--- src/rtl/rv32i_types.sv ---
// Shared rename types: physical-register index and the free-list pointer
// (low bits index the queue, MSB is the wrap bit).
package rv32i_types;

    localparam int PREG_COUNT_DEFAULT = 64;
    localparam int AREG_COUNT_DEFAULT = 32;
    localparam int PREG_IDX_WIDTH     = $clog2(PREG_COUNT_DEFAULT);
    localparam int FL_DEPTH_DEFAULT   = PREG_COUNT_DEFAULT - AREG_COUNT_DEFAULT;
    localparam int FL_PTR_WIDTH       = $clog2(FL_DEPTH_DEFAULT) + 1;

    typedef logic [PREG_IDX_WIDTH-1:0] free_list_entry_t;
    typedef logic [FL_PTR_WIDTH-1:0]   fl_ptr_t;

endpackage

--- src/rtl/free_list.sv ---
// Circular free list of physical registers with a speculative and an architectural head.
// Optional FREELIST_BYPASS_EN: an enqueue into an empty list is visible the same cycle.
module free_list
    import rv32i_types::*;
#(
    parameter int PREG_COUNT = PREG_COUNT_DEFAULT,
    parameter int AREG_COUNT = AREG_COUNT_DEFAULT,
    parameter int FL_DEPTH   = PREG_COUNT - AREG_COUNT
) (
    input  logic             clk,
    input  logic             rst,
    input  logic             enqueue_freelist,
    input  free_list_entry_t freed_preg,
    output logic             freelist_full,
    input  logic             dequeue_freelist,
    output free_list_entry_t free_preg,
    output logic             freelist_empty,
    input  logic             commit_alloc,
    input  logic             branch_flush
);

    localparam int IDX_W = $clog2(FL_DEPTH);
    localparam int PTR_W = IDX_W + 1;

    typedef logic [PTR_W-1:0] ptr_t;

    // Increment modulo 2*FL_DEPTH: at the last slot, clear the index and toggle the wrap bit.
    function automatic ptr_t ptr_inc(input ptr_t p);
        if (p[IDX_W-1:0] == IDX_W'(FL_DEPTH - 1)) begin
            return {~p[PTR_W-1], {IDX_W{1'b0}}};
        end
        return p + PTR_W'(1);
    endfunction

    function automatic ptr_t ptr_count(input ptr_t t, input ptr_t h);
        if (t[PTR_W-1] == h[PTR_W-1]) begin
            return PTR_W'(t[IDX_W-1:0]) - PTR_W'(h[IDX_W-1:0]);
        end
        return PTR_W'(FL_DEPTH) - PTR_W'(h[IDX_W-1:0]) + PTR_W'(t[IDX_W-1:0]);
    endfunction

    free_list_entry_t mem [FL_DEPTH];
    ptr_t spec_head;
    ptr_t arch_head;
    ptr_t tail;

    ptr_t count;
    ptr_t spec_head_next;
    ptr_t arch_head_next;
    ptr_t tail_next;
    logic empty_reg;
    logic bypass;
    logic do_enq;
    logic do_deq;

    // Handshakes: enqueue_freelist is a valid accepted only while !freelist_full, and
    // dequeue_freelist is a ready that takes free_preg only while !freelist_empty;
    // a request that is not accepted is dropped, never held over.
    assign count         = ptr_count(tail, spec_head);
    assign empty_reg     = (count == '0);
    assign freelist_full = (count == PTR_W'(FL_DEPTH));

`ifdef FREELIST_BYPASS_EN
    assign bypass = empty_reg && enqueue_freelist && !branch_flush;
`else
    assign bypass = 1'b0;
`endif

    assign freelist_empty = empty_reg && !bypass;
    assign free_preg      = bypass ? freed_preg : mem[spec_head[IDX_W-1:0]];

    always_comb begin
        do_enq         = enqueue_freelist && !freelist_full;
        do_deq         = dequeue_freelist && !freelist_empty;
        tail_next      = do_enq ? ptr_inc(tail) : tail;
        arch_head_next = arch_head;
        if (commit_alloc && (arch_head != tail)) begin
            arch_head_next = ptr_inc(arch_head);
        end
        // Flush recovers to the post-commit architectural head and drops any dequeue.
        if (branch_flush) begin
            spec_head_next = arch_head_next;
        end else if (do_deq) begin
            spec_head_next = ptr_inc(spec_head);
        end else begin
            spec_head_next = spec_head;
        end
    end

    always_ff @(posedge clk) begin
        if (rst) begin
            for (int i = 0; i < FL_DEPTH; i++) begin
                mem[i] <= free_list_entry_t'(AREG_COUNT + i);
            end
            spec_head <= '0;
            arch_head <= '0;
            tail      <= {1'b1, {IDX_W{1'b0}}};
        end else begin
            if (do_enq) begin
                mem[tail[IDX_W-1:0]] <= freed_preg;
            end
            tail      <= tail_next;
            spec_head <= spec_head_next;
            arch_head <= arch_head_next;
        end
    end

endmodule

--- config.mk ---
export PLATFORM = sky130hd
export DESIGN_NAME = free_list
export DESIGN_NICKNAME = d
export VERILOG_FILES = /design/src/rtl/rv32i_types.sv /design/src/rtl/free_list.sv
export SDC_FILE = /design/constraint.sdc
export NUM_CORES = 1
export LEC_CHECK = 0
export ABC_AREA = 1
export BUFFER_PORTS_ARGS = -buffer_cell sky130_fd_sc_hd__buf_2
export CORE_MARGIN = 3
export CORE_UTILIZATION = 45
export DETAILED_ROUTE_END_ITERATION = 7
export HOLD_SLACK_MARGIN = 0.06
export PLACE_DENSITY_LB_ADDON = 0.12
export SLEW_MARGIN = 5
export SYNTH_ARGS = -nofsm -noshare
export SYNTH_HDL_FRONTEND = slang
export SYNTH_SLANG_ARGS = --single-unit
--- constraint.sdc ---
create_clock -name clk -period 3.6 [get_ports clk]
set_clock_uncertainty 0.2 [all_clocks]
set_input_delay 0.72 -clock clk [delete_from_list [all_inputs] [get_ports clk]]
set_output_delay 0.72 -clock clk [all_outputs]
set_load 0.02 [all_outputs]
# Word level (Yosys, flattened, before mapping)

Memories as Yosys holds them, arrays and structs flattened. A register that Yosys moved wholly into a read port is not among the register bits.
Index checks and enable logic that the tools add are counted.

Flip-flop bits (word level): 18
Memory bits (writable): 192
Input bits: 12
Word-level logic and storage cells: 55
Memories kept: 1

Add/sub/neg operators: 6
Equality and inequality tests: 6
Multiplexer cells: 28
Bitwise gates (word level): 3
Reduce and logical (&&, ||, !) cells: 8

Memory list:

| name | depth | width | read ports | clocked after Yosys merged registers in | wr ports | line            | text |
|---|---|---|---|---|---|---|---|
| mem  | 32    | 6     | 1          | 1                                       | 32       | free_list.sv:42 | `free_list_entry_t mem [FL_DEPTH];` |

Operator list:

| operator              | count |
|---|---|
| $mux W6               | 12 |
| $add A6 B1 Y6 const B | 3 |
| $eq A5 B5 Y1 const B  | 3 |
| $mux W5               | 3 |
| $mux W1               | 13 |
| $add A6 B5 Y6         | 1 |
| $eq A6 B6 Y1 const B  | 1 |
| $logic_not A6 Y1      | 1 |
| $ne A6 B6 Y1          | 1 |
| $reduce_or A6 Y1      | 1 |
| $sub A5 B5 Y6         | 1 |
| $sub A6 B5 Y6 const A | 1 |
| $logic_and A1 B1 Y1   | 3 |
| $not A1 Y1            | 3 |
| $logic_not A1 Y1      | 2 |
| $reduce_bool A2 Y1    | 1 |
| $eq A1 B1 Y1          | 1 |

# Logic depth before layout (Yosys ltp)

Depth in word-level cells: 13
Depth in mapped cells: 16
Mapped depth without buffers: 16

# Worst setup path after synthesis

Ideal clock, no wire load.

Kind: register -> register
Start point: register tail[0]
End point: memory mem[16][0] in the netlist's numbering (enable)
Data arrival time: 2.283 ns
Required time: 3.112 ns
Path slack: 0.829 ns
Cell stages (with the launch flop): 16
Path buffers: 1
Period minus slack after synthesis: 2.771 ns
Cells stage by stage: dfxtp_1 -> inv_1 -> ha_1 -> inv_1 -> fa_1 -> inv_1 -> nand2_1 -> nor2_1 -> nand3_1 -> nor2_2 -> nand3_2 -> nand2_4 -> nor2_8 -> buf_4 -> nand2_1 -> nand2_1

RTL lines:

| what                   | line             | text |
|---|---|---|
| from (decl)            | free_list.sv:45  | `ptr_t tail;` |
| from (signal assigned) | free_list.sv:97  | `tail <= {1'b1, {IDX_W{1'b0}}};` |
| from (signal assigned) | free_list.sv:102 | `tail <= tail_next;` |
| to (decl)              | free_list.sv:42  |  |

==> metrics.txt <==
status=finished clean; Most Used Layer, Global Route=met2; P per Cell Area=529 nW/um^2; clock latency on the worst-skew pair=510 ps; crit path max fanout=48; Setup WS pre-CTS=430 ps; clock period minus worst slack=3490 ps; n_diodes=0; core box area=22,900 sq um; final WL=29,000 um; register area share after synthesis=0.586; most common cell after layout, fill and taps aside=nor2_1; Syn Area/Cell=9.18 sq um; Worst Tran Pin Value=767 ps; commonest non-fill, non-tap cells in the layout=253 x nor2_1, 192 x edfxtp_1, 176 x nand2_1; Yosys cell types=29; setup violators final=0; area grow syn2layout=11.6%; dominant synthesized flop cell=edfxtp_1; CP arrival=2570 ps; Core Rows=55; clk root buf=clkbuf_16; final worst setup slack=114 ps; WS Path Type=reg -> out; I/O Buffers=19; final hold viol count=0; Placer Congestion=0.867; Worst EP required=2680 ps; Routed Antenna Nets=0; Final Cycle Share=0.968; gr ovfl total=0; clock tree buffer depth=3; Die Footprint=25,500 sq um; met2 usage=0.362; Sink Count=215; worst reg-to-reg path cell count=16; Netlist Area Pre-Place=10,600 sq um; first-pass GRT wire length=45,600 um; RSZ-0062 raised after global routing=no; Fmax achieved=0.287 GHz; met1 Use GR=0.328; Die X=160 um; post-DP HPWL=19,000 um; Initial Util=0.463; #FFs+latches synth=215; min-delay worst type=reg -> reg; Yosys warning count=0; Hold Path Depth=2; hold buffers post-CTS=0; Setup TNS=0 ps; layout cells sized above 1=0.0805; Synthesized Nets=1,184; vias in the first global route=8,078; Post-synth EDFFs=192; H-tree depth=1; CTS buffer count=24; Final Max Tran Viols=0; Post-route DRC=0; max cap viols=0; via count=8,358; met3 Use GR=0.0317; Post-CTS Setup Bufs=0; CP endpoint kind=output pin; maximum vdd drop=0.409 mV; Synth top area share=0.543; TritonCTS clock tree=yes; largest net degree at the start of global routing=61; Slew HR=0.488; wire per inst=19.6 um; initial antenna violation count=0; Setup crit start kind=flip-flop; first-pass iteration count of the detailed router=6; cell taking the most area after synthesis=edfxtp_1; chip height=160 um; fin nets=1,177; Synth area leaders=edfxtp_1 54%, nor2_1 8.9%, nand3_1 7.3%, nand2_1 6.2%, o21ai_0 5.2%; Resized cells post-CTS=0; Top Ports=20; Post-synth ARST share=0; global-route total usage across every layer=0.226; Avg Vias per Cell=5.65; Clock Pin Slew Worst Setup and Hold Paths=60 ps; Leak=0.00404 uW; post-synthesis cell count=1,156; DR iter-0 viols=874
cells in the mapped netlist, types with 3 or more instances:
library cell and n:
o22ai_1 12, o221ai_1 36, buf_6 6, nor3_1 6
nand2_1 176, ha_1 15, a21oi_1 11, edfxtp_1 192
nor2_1 253, nand4_1 3, buf_2 14, nand3_1 155
o21ai_0 110, inv_1 64, dfxtp_1 23, clkbuf_1 58
nand3b_1 3, o21ai_1 6
where the power goes:
group          leakage [uW]  internal (uW)  switching [uW]
registers           0.00178           2780            51.3
logic               0.00186            265             670
clock network      0.000403           1520             988
cell type report:
cell class | instances | area (sq um)
Fill cell | 2150 | 11100
Sequential cell | 215 | 6230
Multi-Input combinational cell | 796 | 3780
Clock buffer | 30 | 664
Timing Repair Buffer | 47 | 393
Tap cell | 313 | 392
Inverter | 65 | 244
Clock inverter | 14 | 150
path summary, 6_finish.rpt:
| kind | start | end | slack [ps] |
|---|---|---|---|
| min reg2reg | arch_head[5] | arch_head[5] | 340 |
| max | flip-flop | free_preg[3] | 110 |
| max reg2reg | tail[0] | mem[4][4] | 450 |
| min | arch_head[5] | arch_head[5] | 340 |
per-stage QoR:
step                total power [uW]  cells  hold WS (ps)  cell area, sq um  utilization
global route                    6500   1480           352             11900        0.517
CTS                             6290   1480           327             11800        0.517
finish                          6270   1480           339             11900        0.517
global placement                3800   1436           330             11000        0.481
floorplan                       3480   1156           293             10600            -
detailed placement              3810   1436           329             11000        0.481
critical path: stages, from the launching register on:
cell      delay (ps)
dfxtp_1          380
buf_4            430
o21ai_0          230
o221ai_1         280
nand3_1          190
o21ai_1          130
nand2_1          100
nand2_1          120
buf_2            170
sequential cells by signal (all words and copies together), names as in the netlist, named ones only:
| name | cells |
|---|---|
| spec_head | 6 |
| arch_head | 6 |
| tail | 6 |
| mem | 192 |
routing by layer:
metal / part of all wire / wire, um / vias to the layer above
met5: 0 / 0 / -
met1: 0.44 / 12900 / 3997
met4: 0.021 / 602 / 0
met2: 0.46 / 13400 / 326
met3: 0.073 / 2110 / 41
li1: - / - / 3994
cells by family after synthesis:
kind of cell	Yosys count	share of synthesized area
buffers and inverters	145	0.0579
AND/OR/NAND/NOR	602	0.237
AO/OA/AOI/OAI	175	0.0966
adder cells (fa/ha/maj)	16	0.0196
XOR/XNOR	3	0.00248
flip-flops	215	0.586
No activity file was read; power rests on OpenSTA's default activity.
